--- config.mk ---
export PLATFORM = sky130hd
export DESIGN_NAME = voice_allocator
export DESIGN_NICKNAME = d
export VERILOG_FILES = /design/src/rtl/synth_pkg.sv /design/src/rtl/voice_lru_table.sv /design/src/rtl/voice_allocator.sv
export SDC_FILE = /design/constraint.sdc
export NUM_CORES = 1
export LEC_CHECK = 0
export BUFFER_PORTS_ARGS = -buffer_cell sky130_fd_sc_hd__buf_2
export CAP_MARGIN = 40
export CORE_AREA = 2 2 202 303
export CTS_CLUSTER_SIZE = 12
export DETAILED_ROUTE_END_ITERATION = 8
export DIE_AREA = 0 0 204 305
export HOLD_SLACK_MARGIN = 0.15
export MAX_ROUTING_LAYER = met4
export PLACE_DENSITY = 0.66
export RECOVER_POWER = 100
export SYNTH_ARGS = -nofsm -noshare
export SYNTH_HDL_FRONTEND = slang
export SYNTH_SLANG_ARGS = --single-unit
--- constraint.sdc ---
create_clock -name clk -period 19.3 [get_ports clk]
set_clock_uncertainty 0.1 [all_clocks]
set_input_delay 1.93 -clock clk [delete_from_list [all_inputs] [get_ports clk]]
set_output_delay 1.93 -clock clk [all_outputs]
set_load 0.02 [all_outputs]
--- src/rtl/synth_pkg.sv ---
// Shared types and widths for the synthesizer voice allocation path.
package synth_pkg;

  localparam int KEY_W = 7;
  localparam int VEL_W = 7;

  typedef enum logic [1:0] {
    IDLE,
    SCAN,
    ISSUE
  } alloc_state_t;

  // Numeric order is the note-on preference order; NONE sorts last.
  typedef enum logic [2:0] {
    RETRIG,
    FREE,
    REL,
    STEAL,
    NONE
  } cand_class_t;

endpackage

--- src/rtl/voice_lru_table.sv ---
// Least-recently-allocated age table: a permutation of 0..VOICES-1 where the
// largest age marks the voice allocated longest ago.
module voice_lru_table #(
  parameter int VOICES  = 32,
  parameter int V_WIDTH = $clog2(VOICES)
) (
  input  logic               clk,
  input  logic               reset,
  input  logic [V_WIDTH-1:0] i_rd_idx,
  output logic [V_WIDTH-1:0] o_rd_age,
  input  logic               i_alloc,
  input  logic [V_WIDTH-1:0] i_alloc_idx
);

  logic [V_WIDTH-1:0] r_age [VOICES];
  logic [V_WIDTH-1:0] w_alloc_age;

  assign o_rd_age    = r_age[i_rd_idx];
  assign w_alloc_age = r_age[i_alloc_idx];

  // Younger voices age by one and the allocated voice becomes the youngest,
  // so the table stays a permutation after every allocation.
  always_ff @(posedge clk or posedge reset) begin
    if (reset) begin
      for (int i = 0; i < VOICES; i++) begin
        r_age[i] <= V_WIDTH'(VOICES - 1 - i);
      end
    end else if (i_alloc) begin
      for (int i = 0; i < VOICES; i++) begin
        if (V_WIDTH'(i) == i_alloc_idx) begin
          r_age[i] <= '0;
        end else if (r_age[i] < w_alloc_age) begin
          r_age[i] <= r_age[i] + 1'b1;
        end
      end
    end
  end

endmodule

--- src/rtl/voice_allocator.sv ---
// Assigns MIDI note events to synth voices, scanning one voice per cycle and
// stealing released voices before gated ones when nothing is idle.
module voice_allocator
  import synth_pkg::*;
#(
  parameter int VOICES  = 32,
  parameter int V_WIDTH = $clog2(VOICES)
) (
  input  logic               clk,
  input  logic               reset,
  input  logic               note_req,
  input  logic               note_is_on,
  input  logic [KEY_W-1:0]   note_key,
  input  logic [VEL_W-1:0]   note_vel,
  output logic               req_ready,
  input  logic [VOICES-1:0]  voice_free,
  output logic [VOICES-1:0]  keys_on,
  output logic               note_on,
  output logic               note_off,
  output logic [V_WIDTH-1:0] cur_key_adr,
  output logic [7:0]         cur_key_val,
  output logic [7:0]         cur_vel_on,
  output logic [7:0]         cur_vel_off,
  output logic [V_WIDTH:0]   active_keys,
  output logic               steal,
  output logic               off_note_error
);

  localparam int CNT_W = V_WIDTH + 1;
  localparam logic [V_WIDTH-1:0] LAST_IDX = V_WIDTH'(VOICES - 1);

  alloc_state_t       r_state;
  logic [V_WIDTH-1:0] r_idx;
  logic               r_is_on;
  logic [KEY_W-1:0]   r_key;
  logic [VEL_W-1:0]   r_vel;
  cand_class_t        r_best_class;
  logic [V_WIDTH-1:0] r_best_idx;
  logic [V_WIDTH-1:0] r_best_age;

  logic [VOICES-1:0]  r_keys_on;
  logic [KEY_W-1:0]   r_key_mem [VOICES];
  logic               r_req_ready;
  logic               r_note_on;
  logic               r_note_off;
  logic               r_steal;
  logic               r_off_err;
  logic [V_WIDTH-1:0] r_cur_key_adr;
  logic [7:0]         r_cur_key_val;
  logic [7:0]         r_cur_vel_on;
  logic [7:0]         r_cur_vel_off;
  logic [CNT_W-1:0]   r_active_keys;

  logic [V_WIDTH-1:0] w_age;
  cand_class_t        w_class;
  logic               w_take;
  logic               w_gated;
  logic               w_key_match;
  logic               w_alloc;
  logic [VOICES-1:0]  w_keys_next;
  logic [CNT_W-1:0]   w_count;

  assign w_alloc = (r_state == ISSUE) && r_is_on && (r_best_class != NONE);

  voice_lru_table #(
    .VOICES (VOICES),
    .V_WIDTH(V_WIDTH)
  ) u_lru (
    .clk        (clk),
    .reset      (reset),
    .i_rd_idx   (r_idx),
    .o_rd_age   (w_age),
    .i_alloc    (w_alloc),
    .i_alloc_idx(r_best_idx)
  );

  // Classify the voice under the scan pointer and decide whether it beats
  // the best candidate so far; a note-off only ever keeps the first match.
  always_comb begin
    w_gated     = r_keys_on[r_idx];
    w_key_match = (r_key_mem[r_idx] == r_key);
    w_class     = NONE;
    if (r_is_on) begin
      if (w_gated && w_key_match)         w_class = RETRIG;
      else if (!w_gated && voice_free[r_idx]) w_class = FREE;
      else if (!w_gated)                  w_class = REL;
      else                                w_class = STEAL;
    end else if (w_gated && w_key_match) begin
      w_class = RETRIG;
    end
    w_take = 1'b0;
    if (w_class != NONE) begin
      if (r_is_on) begin
        w_take = (w_class < r_best_class) ||
                 ((w_class == r_best_class) && (w_age > r_best_age));
      end else begin
        w_take = (r_best_class == NONE);
      end
    end
  end

  always_comb begin
    w_keys_next = r_keys_on;
    if (r_best_class != NONE) begin
      w_keys_next[r_best_idx] = r_is_on;
    end
    w_count = '0;
    for (int i = 0; i < VOICES; i++) begin
      w_count = w_count + CNT_W'(w_keys_next[i]);
    end
  end

  always_ff @(posedge clk or posedge reset) begin
    if (reset) begin
      r_state       <= IDLE;
      r_idx         <= '0;
      r_is_on       <= 1'b0;
      r_key         <= '0;
      r_vel         <= '0;
      r_best_class  <= NONE;
      r_best_idx    <= '0;
      r_best_age    <= '0;
      r_keys_on     <= '0;
      for (int i = 0; i < VOICES; i++) begin
        r_key_mem[i] <= '0;
      end
      r_req_ready   <= 1'b1;
      r_note_on     <= 1'b0;
      r_note_off    <= 1'b0;
      r_steal       <= 1'b0;
      r_off_err     <= 1'b0;
      r_cur_key_adr <= '0;
      r_cur_key_val <= '0;
      r_cur_vel_on  <= '0;
      r_cur_vel_off <= '0;
      r_active_keys <= '0;
    end else begin
      r_note_on  <= 1'b0;
      r_note_off <= 1'b0;
      r_steal    <= 1'b0;
      r_off_err  <= 1'b0;
      case (r_state)
        IDLE: begin
          if (note_req) begin
            // A note-on with zero velocity is a note-off by MIDI convention.
            r_is_on      <= note_is_on && (note_vel != '0);
            r_key        <= note_key;
            r_vel        <= note_vel;
            r_idx        <= '0;
            r_best_class <= NONE;
            r_best_idx   <= '0;
            r_best_age   <= '0;
            r_req_ready  <= 1'b0;
            r_state      <= SCAN;
          end
        end
        SCAN: begin
          if (w_take) begin
            r_best_class <= w_class;
            r_best_idx   <= r_idx;
            r_best_age   <= w_age;
          end
          if (r_idx == LAST_IDX) begin
            r_state <= ISSUE;
          end else begin
            r_idx <= r_idx + 1'b1;
          end
        end
        ISSUE: begin
          if (r_best_class == NONE) begin
            r_off_err <= 1'b1;
          end else begin
            r_keys_on     <= w_keys_next;
            r_active_keys <= w_count;
            r_cur_key_adr <= r_best_idx;
            r_cur_key_val <= {1'b0, r_key};
            if (r_is_on) begin
              r_key_mem[r_best_idx] <= r_key;
              r_cur_vel_on          <= {1'b0, r_vel};
              r_note_on             <= 1'b1;
              r_steal               <= (r_best_class == STEAL);
            end else begin
              r_cur_vel_off <= {1'b0, r_vel};
              r_note_off    <= 1'b1;
            end
          end
          r_req_ready <= 1'b1;
          r_state     <= IDLE;
        end
        default: r_state <= IDLE;
      endcase
    end
  end

  assign req_ready      = r_req_ready;
  assign keys_on        = r_keys_on;
  assign note_on        = r_note_on;
  assign note_off       = r_note_off;
  assign steal          = r_steal;
  assign off_note_error = r_off_err;
  assign cur_key_adr    = r_cur_key_adr;
  assign cur_key_val    = r_cur_key_val;
  assign cur_vel_on     = r_cur_vel_on;
  assign cur_vel_off    = r_cur_vel_off;
  assign active_keys    = r_active_keys;

endmodule

---- Yosys cells after proc, flatten, opt, wreduce, memory -nomap -nowiden ----
Index checks and enable logic that the tools add are counted.
word-level totals
  memories kept ........................... 0
  input bits .............................. 50
  register bits ........................... 488
  RAM bits ................................ 0
  word-level logic and storage cells ...... 439
  ROM bits ................................ 0
  bits in latches ......................... 0
operators by class
  div/mod/pow operators ................... 0
  reduce and logical (&&, ||, !) cells .... 87
  order comparisons ....................... 40
  mux-type cells .......................... 117
  multiply operators ...................... 0
  bitwise gates (word level) .............. 4
  eq/ne operators ......................... 44
  add/subtract/negate cells ............... 64
  shifts and indexed selects .............. 0
operator list
  kind                 count
  $mux 5               72
  $bwmux 224           1
  $add 5x1->5 const B  33
  $lt 5x5->1           32
  $add 6x1->6          26
  $eq 5x5->1 const A   16
  $reduce_and 2->1     36
  $reduce_bool 2->1    34
  $bmux 5 s5           2
  $eq 4x5->1 const A   8
  $bmux 7 s5           1
  $demux 7 s5          1
  $bwmux 32            1
  $mux 32              1
  $pmux 5 s2           3
  $mux 7               3
  $eq 3x5->1 const A   4
  $mux 1               18
  $ge 6x6->1 const B   2
  $lt 5x6->1 const B   2
  $mux 3               4
  $not 5->6            2
  $reduce_and 3->1     4
  $bmux 1 s5           2
  other kinds (32)     48

---- Depth between registers and ports, before layout ----
Gate-level depths: netlist of run 1.
  depth after elaboration ................. 37
  gate-level depth with buffers ........... 26
  depth with buffers taken out ............ 23

---- Modules after synthesis ----
From an unflattened synthesis of run 1, not the netlist that was laid out.
unflattened totals
  cells, all modules ...................... 2846
  area, all modules ....................... 31669.1 um^2
modules (own cells, without submodules)
  module           area each (um^2)  seq. area each (um^2)  instances  cells an instance
  voice_allocator  16615.9           8210.4                 1          1389
  voice_lru_table  15053.2           4103.9                 1          1457

---- Worst setup path after synthesis of run 1 ----
OpenSTA, ideal clock, no wires.
  path kind ............................... flip-flop to flip-flop
  from .................................... register r_best_idx[0]
  to ...................................... register u_lru.r_age[99] (netlist name)
  arrival ................................. 6191 ps
  cell stages (with the launch flop) ...... 15
  setup time .............................. 64 ps
  period minus slack after synthesis ...... 6355 ps
  buffers on the path ..................... 4
  path slack .............................. 12945 ps
  cells stage by stage .................... dfrtp_1 > buf_6 > buf_6 > clkbuf_1 > buf_1 > mux4_2 > mux4_2 > mux2i_1 > ha_1 > a21o_1 > a21o_1 > a2111oi_1 > nor2_1 > or4_1 > nand3_1
on the way
  longest elaborated chain between the ends .. 7
ends and longest elaborated chain
  element                                     line                    text
  start, declared                             voice_allocator.sv:38   logic [V_WIDTH-1:0] r_best_idx;
  start signal, assigned                      voice_allocator.sv:160  r_best_idx <= r_idx;
  $not 5->6 (not written as such)             voice_lru_table.sv:19   assign w_alloc_age = r_age[i_alloc_idx];
  $bmux 5 s5                                  voice_lru_table.sv:19
  $mux 5 (not written as such) (2 in series)  voice_lru_table.sv:19
  $lt 5x5->1                                  voice_lru_table.sv:32   end else if (r_age[i] < w_alloc_age) begin
  $reduce_bool 2->1 (no source line)          -
  $reduce_and 2->1 (no source line)           -
  end signal, assigned by index               voice_lru_table.sv:26   r_age[i] <= V_WIDTH'(VOICES - 1 - i);
  end signal, assigned by index               voice_lru_table.sv:33   r_age[i] <= r_age[i] + 1'b1;
  end, declared                               voice_lru_table.sv:15   logic [V_WIDTH-1:0] r_age [VOICES];
Several ways; a longest one is shown, not always the timed one. The select of a mux whose other input is x is not followed.
A chain may end at the register's enable or synchronous reset.

==> flow_metrics.py, run 1 <==
metrics = {
    "hold_path": {
        "end_point_of_the_most_critical_hold_path": "r_key_mem[39]",
        "min_path_cells": 2,
        "hold_path_class": "flip-flop to flip-flop",
        "hold_path_startpoint": "r_key_mem[39]",
    },
    "worst_setup_path": {
        "path_cells": "buf_2 -> clkinvlp_2 -> clkbuf_1 -> clkbuf_1 -> clkbuf_1",
        "maximum_net_fanout_on_the_critical_path": 115,
        "reg2reg_depth": 12,
        "critPathMaxStageDelay_ps": 2870,
        "worst_setup_path_start_kind": "primary input",
        "reg2reg_slack_ps": 9640,
        "timing_worst_setup_path_type": "primary input to asynchronous set/reset pin",
        "crit_path_top_delay_cell": "sky130_fd_sc_hd__clkinvlp_2",
        "required_ps": 19210,
        "path_common_cell": "sky130_fd_sc_hd__clkbuf_1",
        "arrival_ps": 10640,
        "setup.worst_path.end_class": "asynchronous set/reset pin",
        "worst_r2r_startpoint": "r_best_idx[0]",
        "crit-reg2reg-capture": "u_lru.r_age[64]",
    },
    "sta": {
        "hold_violations": 0,
        "hold_ws_ps": 370,
        "drv_slew": 811,
        "post-route-min-period_ps": 10730,
        "tightestPinTransition_ps": 5270,
        "post-route-period-util_pct": 55.6,
        "report.final.setup_viol": 0,
        "rsz0062_at_grt": "no",
        "relSlewSlack_pct": -251,
        "fmax_mhz": 93.2,
        "timing.setup.tns_ps": 0,
    },
    "routing": {
        "postRouteAntennaNets": 0,
        "remaining_drc_errors": 0,
        "drt_wl_total_um": 90500,
        "detailroute.via_count": 22900,
        "dr.first_iter.drc_count": 1815,
        "routed_via_density": 6.34,
        "detailedRoute.firstPassIterationCount": 7,
        "post_drt_wl_per_cell_um": 25.1,
    },
    "job": {
        "maxcap_viol_count": 20,
    },
    "floorplan": {
        "start_util_pct": 49.3,
        "die-width_um": 204,
        "core.rowCount": 110,
        "chipHeight_um": 305,
        "die_area_mm2": 0.0622,
        "pin_count": 122,
        "placeableCoreArea_mm2": 0.0597,
    },
    "synthesis": {
        "async_set_reset_flop_share_out_of_synthesis_pct": 100,
        "synth_seq_cells": 488,
        "yosysSeqAreaShare_pct": 41.8,
        "synth.largest_area_cell": "sky130_fd_sc_hd__dfrtp_1",
        "syn-instance-count": 2677,
        "yosys.area.top_type_share_pct": 34.5,
        "yosys_warnings": 0,
        "synth.avg_cell_area_um2": 11.0,
        "netlist_top_cells_area": "sky130_fd_sc_hd__dfrtp_1, sky130_fd_sc_hd__mux4_2, sky130_fd_sc_hd__ha_1, sky130_fd_sc_hd__dfstp_2, sky130_fd_sc_hd__mux2_2",
        "distinct_cells_synth": 69,
        "most_instantiated_flip_flop_cell_in_the_synthesis_netlist": "sky130_fd_sc_hd__dfrtp_1",
        "post_synth_instance_area_mm2": 0.0294,
        "synth-edff-count": 0,
    },
    "global_routing": {
        "total_routing_usage_gr_pct": 30.4,
        "initial_antenna_violation_count": 1,
        "grt_first_pass_wirelength_um": 140000,
        "grt_start_max_net_pins": 116,
        "via_count_of_the_first_global_routing_pass": 23500,
        "overflow": 0,
    },
    "clocking": {
        "clk_pin_slew_worst_paths_ps": 60,
        "ctsHoldBuffers": 0,
        "tritoncts": "yes",
        "tritoncts.num_buffers": 50,
        "cts_sinks": 488,
        "ctsRootBufferMaster": "sky130_fd_sc_hd__clkbuf_16",
        "clock_tree.htree_level_count": 2,
        "post_cts_resized": 0,
        "postCtsSetupRepairBufs": 0,
        "clockBufferDepth": 3,
        "clk-insertion-delay-late_ps": 640,
    },
    "power": {
        "worst_vdd_drop_mv": 0.0727,
        "share_of_power_burned_in_the_clock_network_pct": 33.5,
        "share_comb_of_total_power_pct": 26.3,
        "design_internal_power_w": 0.00187,
        "pwr-share-seq_pct": 40.2,
        "netSwitchingPower_w": 0.00101,
        "power_density_mw_per_mm2": 88.9,
        "switching_share_pct": 35.1,
        "power.leakage_nw": 15.0,
    },
    "place": {
        "gp_congestion": 0.962,
        "place.detailed.hpwl_um": 65400,
        "number_of_buffers_inserted_by_port_buffering": 118,
    },
    "finish": {
        "drive_above_1_share_pct": 20.9,
        "fillers": 5270,
        "layout.nets": 3036,
        "flow.area_growth_from_synthesis_pct": 9.83,
    },
    "run_status": {
        "violations": "max-capacitance violations, max-slew violations",
        "status": "complete, but fails checks",
    },
}
-- power by group through the flow --
stage / Clock, W / Sequential, W / Combinational [W]
detailed placement: 0 / 0.00117 / 0.000759
finish: 0.000963 / 0.00115 / 0.000756
floorplan: 0 / 0.00109 / 0.000606
CTS: 0.000975 / 0.00115 / 0.000760
global route: 0.00102 / 0.00116 / 0.000808
global placement: 0 / 0.00117 / 0.000731
-- worst max-delay path by stage --
stage	depth (start not counted)	from	slack, ps	end
3_3_place_gp	24	r_best_idx[0]	12240	active_keys[4]
6_report	5	reset	8570	r_key_mem[66]
3_5_place_dp	24	r_best_idx[0]	12170	active_keys[4]
4_1_cts	24	r_best_idx[0]	12120	active_keys[4]
5_1_grt	5	reset	6750	r_key_mem[66]
2_1_floorplan	1	reset	3790	active_keys[0]
-- Yosys cell counts (63+ instances only) --
library cell,number
sky130_fd_sc_hd__nand2_1,522
sky130_fd_sc_hd__nand3_1,82
sky130_fd_sc_hd__xor2_1,75
sky130_fd_sc_hd__mux4_2,168
sky130_fd_sc_hd__clkbuf_1,68
sky130_fd_sc_hd__o21ai_0,115
sky130_fd_sc_hd__inv_1,63
sky130_fd_sc_hd__mux2_2,181
sky130_fd_sc_hd__dfrtp_1,406
sky130_fd_sc_hd__dfstp_2,82
sky130_fd_sc_hd__ha_1,177
sky130_fd_sc_hd__nor2_1,178
-- layout by cell type, fill, tap and decap left out, drive strengths merged, types with 11 or more instances in the layout --
cell | Yosys | layout
o2bb2ai | 11 | 11
xor2 | 75 | 75
xnor2 | 15 | 15
mux2i | 50 | 50
nand2 | 522 | 522
a21oi | 38 | 38
mux2 | 182 | 182
dfrtp | 406 | 406
dfstp | 82 | 82
nand3 | 82 | 82
o31ai | 21 | 21
a211oi | 13 | 13
o21ai | 118 | 118
o22ai | 20 | 20
inv | 64 | 65
ha | 177 | 177
buf | 70 | 76
nor4 | 11 | 11
fa | 24 | 24
a2111oi | 17 | 17
mux4 | 168 | 168
nor3 | 13 | 13
nor2 | 178 | 178
nand4 | 54 | 54
a21o | 58 | 58
clkbuf | 68 | 201
nor2b | 21 | 21
o211ai | 11 | 11
-- through the flow --
stage               setup WS, ps  instances  power (W)  util (%)  cell area [um2]
CTS                        12120       3611    0.00289      55.0            32800
floorplan                   3790       2679    0.00170         -            29500
finish                      8570       3612    0.00287      54.1            32300
detailed placement         12170       3517    0.00193      52.3            31200
global placement           12240       3490    0.00190      51.7            30900
global route                6750       3612    0.00299      54.1            32300
-- sequential cells by signal, summed over array words and instances, names as in the netlist --
| signal | flops |
|---|---|
| r_best_class | 3 |
| note_off | 1 |
| off_note_error | 1 |
| steal | 1 |
| active_keys | 6 |
| r_state | 2 |
| req_ready | 1 |
| r_idx | 5 |
| cur_vel_on | 7 |
| cur_key_adr | 5 |
| r_is_on | 1 |
| r_best_idx | 5 |
| cur_vel_off | 7 |
| r_key | 7 |
| r_vel | 7 |
| r_key_mem | 224 |
| r_best_age | 5 |
| cur_key_val | 7 |
| keys_on | 32 |
| note_on | 1 |
| u_lru.r_age | 160 |
-- cells by family (layout without fill, tap and decap cells) --
| kind of cell | after synthesis | in the layout | share of synthesized area, % |
|---|---|---|---|
| DFF | 488 | 488 | 41.8 |
| muxes | 400 | 400 | 21.6 |
| other | 1 | 4 | 0.0127 |
| xor gates and xnor gates | 90 | 90 | 2.68 |
| AOI/OAI and AO/OA | 349 | 349 | 7.96 |
| and+or+nand+nor | 944 | 944 | 13.9 |
| adders and majority gates | 201 | 201 | 9.15 |
| buffers and inverters | 204 | 352 | 2.93 |
-- routing by layer --
layer | GRT usage (%) | up-vias | part of all wire, %
met5 | - | - | 0
met4 | 20.2 | 0 | 8.0
met3 | 4.33 | 359 | 5.8
met2 | 50.5 | 996 | 50
met1 | 34.2 | 11600 | 36
li1 | - | 9896 | -
-- critical path, delay by kind of cell --
kind | cells | cell delay, ps
buffers and inverters | 5 | 8490
-- area by class of cell --
| class | instances | area (um2) | share of cell area, % |
|---|---|---|---|
| clock inverter | 9 | 88.8 | 0.275 |
| timing repair buffer | 192 | 922 | 2.85 |
| tap | 784 | 981 | 3.03 |
| multi-input combinational | 1987 | 16300 | 50.3 |
| clock buffer | 85 | 1500 | 4.65 |
| antenna | 1 | 2.50 | 0.00774 |
| sequential | 488 | 12300 | 38.1 |
| inverter | 66 | 249 | 0.770 |
No activity file was read; power rests on OpenSTA's default activity.
==> run 2: changes to the inputs <==
- ABC_AREA: unset -> 1
- CORE_AREA: 2 2 202 303 -> 2 2 207 311
- DIE_AREA: 0 0 204 305 -> 0 0 209 313
- PLACE_DENSITY: 0.66 -> 0.69
- clock period: 19.3 -> 9.7 ns (I/O delays scaled with it)
==> run 2 against run 1 <==
The flow still finishes with violations (max-capacitance violations, max-slew violations). Register-to-register slack worse by 7900 ps. Clock-buffer cell count shrank 1. Critical path depth grew 9. Synthesized cell count up 55%. Via count rose by 29%. First-iteration DRC count is 57% higher. Worst setup slack worse by 6800 ps. Cell area grew 3.2%. Hold slack got worse by 24 ps. Largest power group is now combinational cells.
==> flow_metrics.py, run 2 <==
metrics = {
    "floorplan": {
        "die_area_mm2": 0.0654,
        "core.rowCount": 113,
        "pin_count": 122,
        "die-width_um": 209,
        "placeableCoreArea_mm2": 0.0629,
        "chipHeight_um": 313,
        "start_util_pct": 49.6,
    },
    "worst_setup_path": {
        "critical_path.top_delay_family": "buffers and inverters",
        "reg2reg_depth": 14,
        "worst_r2r_startpoint": "r_best_class[2]",
        "cp.buffers_inverters": 6,
        "timing_worst_setup_path_type": "flip-flop to flip-flop",
        "arrival_ps": 8340,
        "required_ps": 10090,
        "maximum_net_fanout_on_the_critical_path": 78,
        "critPathMaxStageDelay_ps": 2660,
        "crit_path_top_delay_cell": "sky130_fd_sc_hd__clkbuf_1",
        "crit-reg2reg-capture": "u_lru.r_age[14]",
        "setup.worst_path.end_class": "flip-flop",
        "path_common_cell": "sky130_fd_sc_hd__nand2_1",
        "worst_setup_path_start_kind": "flip-flop",
        "path_cells": "inv_1 -> nor3_1 -> clkbuf_1 -> nor2_1 -> clkinv_1 -> clkbuf_1 -> nor2_4 -> inv_1 -> buf_4 -> a2111oi_0 -> o21ai_0 -> nand2_1 -> nand2_1 -> nand2_1",
        "reg2reg_slack_ps": 1750,
    },
    "finish": {
        "largest_reg_flops": 224,
        "register_name_with_the_most_flops": "r_key_mem",
        "layout.nets": 4379,
        "mostFrequentLayoutCell": "sky130_fd_sc_hd__nand2_1",
        "flow.area_growth_from_synthesis_pct": 6.93,
        "drive_above_1_share_pct": 7.03,
        "fillers": 6176,
        "diodes": 0,
        "layout.cells.most_common_list": "sky130_fd_sc_hd__nand2_1, sky130_fd_sc_hd__o21ai_0, sky130_fd_sc_hd__nand3_1",
    },
    "routing": {
        "routed_via_density": 5.95,
        "drt_wl_total_um": 103000,
        "detailroute.via_count": 29600,
        "dr.first_iter.drc_count": 2850,
        "post_drt_wl_per_cell_um": 20.7,
        "postRouteAntennaNets": 0,
        "detailedRoute.firstPassIterationCount": 7,
        "remaining_drc_errors": 0,
    },
    "run_status": {
        "violations": "max-capacitance violations, max-slew violations",
        "status": "complete, but fails checks",
    },
    "clocking": {
        "clk-insertion-delay-late_ps": 610,
        "post_cts_resized": 0,
        "postCtsSetupRepairBufs": 0,
        "ctsHoldBuffers": 0,
        "ctsRootBufferMaster": "sky130_fd_sc_hd__clkbuf_16",
        "cts_sinks": 488,
        "clk_pin_slew_worst_paths_ps": 70,
        "tritoncts": "yes",
        "clock_tree.htree_level_count": 2,
        "tritoncts.num_buffers": 49,
        "clockBufferDepth": 3,
    },
    "global_routing": {
        "grt_first_pass_wirelength_um": 161000,
        "via_count_of_the_first_global_routing_pass": 27900,
        "overflow": 0,
        "initial_antenna_violation_count": 2,
        "grt_start_max_net_pins": 201,
        "total_routing_usage_gr_pct": 32.4,
    },
    "synthesis": {
        "yosys_warnings": 0,
        "synth.avg_cell_area_um2": 7.53,
        "synth.largest_area_cell": "sky130_fd_sc_hd__dfrtp_1",
        "post_synth_instance_area_mm2": 0.0312,
        "async_set_reset_flop_share_out_of_synthesis_pct": 100,
        "synth_seq_cells": 488,
        "yosysSeqAreaShare_pct": 39.5,
        "distinct_cells_synth": 51,
        "synth.most_common_cell": "sky130_fd_sc_hd__nand2_1",
        "synth-edff-count": 0,
        "syn-instance-count": 4145,
        "most_instantiated_flip_flop_cell_in_the_synthesis_netlist": "sky130_fd_sc_hd__dfrtp_1",
        "synth_commonest_cells": "sky130_fd_sc_hd__nand2_1, sky130_fd_sc_hd__o21ai_0, sky130_fd_sc_hd__nand3_1",
        "yosys.area.top_type_share_pct": 32.6,
        "netlist_top_cells_area": "sky130_fd_sc_hd__dfrtp_1, sky130_fd_sc_hd__nand2_1, sky130_fd_sc_hd__o21ai_0, sky130_fd_sc_hd__ha_1, sky130_fd_sc_hd__dfstp_2",
    },
    "sta": {
        "hold_violations": 0,
        "drv_slew": 536,
        "tightestPinTransition_ps": 3850,
        "report.final.setup_viol": 0,
        "post-route-min-period_ps": 7950,
        "worst_slack_ps": 1750,
        "timing.setup.tns_ps": 0,
        "rsz0062_at_grt": "no",
        "fmax_mhz": 126,
        "post-route-period-util_pct": 82.0,
        "relSlewSlack_pct": -156,
    },
    "place": {
        "placement.setup.worst_slack_ps": 2960,
        "place.detailed.hpwl_um": 70400,
        "number_of_buffers_inserted_by_port_buffering": 118,
        "gp_congestion": 0.986,
    },
    "power": {
        "power.leakage_nw": 15.2,
        "worst_vdd_drop_mv": 0.227,
        "power_density_mw_per_mm2": 224,
    },
    "hold_path": {
        "hold_path_class": "primary input to asynchronous set/reset pin",
    },
    "job": {
        "maxcap_viol_count": 9,
    },
}
-- run 2: layout make-up --
class	instances	area, um2	area share [%]
clock inverters	7	119	0.356
well taps	805	1010	3.02
flip-flops and latches	488	12300	36.9
repair buffers	166	870	2.61
clock buffers	84	1420	4.25
inverters	273	1030	3.10
multi-input cells	3150	16600	49.7
-- run 2: power breakdown --
| group | internal [W] | switching, W | leakage [nW] |
|---|---|---|---|
| Clock | 0.00105 | 0.000853 | 0.741 |
| Sequential | 0.00213 | 0.000162 | 6.47 |
| Combinational | 0.000869 | 0.00242 | 7.98 |
| Total | 0.00405 | 0.00344 | 15.2 |
-- run 2: worst max-delay path by stage --
stage	depth (start not counted)	slack, ps	start	to
finish	14	1750	r_best_class[2]	u_lru.r_age[14]
CTS	25	2920	r_best_idx[1]	active_keys[4]
floorplan	1	2080	reset	active_keys[0]
detailed placement	23	2960	r_best_idx[1]	active_keys[3]
global placement	25	3090	r_best_idx[1]	active_keys[4]
global route	14	1260	r_best_class[2]	u_lru.r_age[12]
-- run 2: per-stage QoR --
stage	hold WS [ps]	instances	total power, W	cell area (um2)	util [%]
final	346	4973	0.00749	33400	53.0
after global routing	378	4973	0.00791	33400	53.0
after detailed placement	357	4882	0.00562	32400	51.5
after CTS	238	4973	0.00753	33900	53.9
after global placement	356	4871	0.00555	32100	51.1
after floorplan	343	4147	0.00455	31200	-
-- run 2: worst register-to-register path, delay by kind of cell, from the launching register on --
family	cells	cell delay, ps
simple gates	6	1640
compound gates	2	430
flops	1	520
buf+inv	6	5160
-- run 2: layer usage --
layer | vias up | global-route usage [%] | share of wire [%] | wire length [um]
met3 | 343 | 4.53 | 7.2 | 7380
met5 | - | - | 0 | 0
met2 | 1288 | 52.2 | 47 | 48500
li1 | 13800 | - | - | -
met1 | 14100 | 39.1 | 39 | 40200
met4 | 0 | 18.3 | 6.5 | 6690
-- run 2: cell families after synthesis --
logic type                 synth area share [%]
buffers and inverters                      6.63
DFF                                        39.5
xor gates and xnor gates                   1.82
AOI/OAI and AO/OA                          16.6
adders and majority gates                  8.64
other                                    0.0120
and+or+nand+nor                            26.8
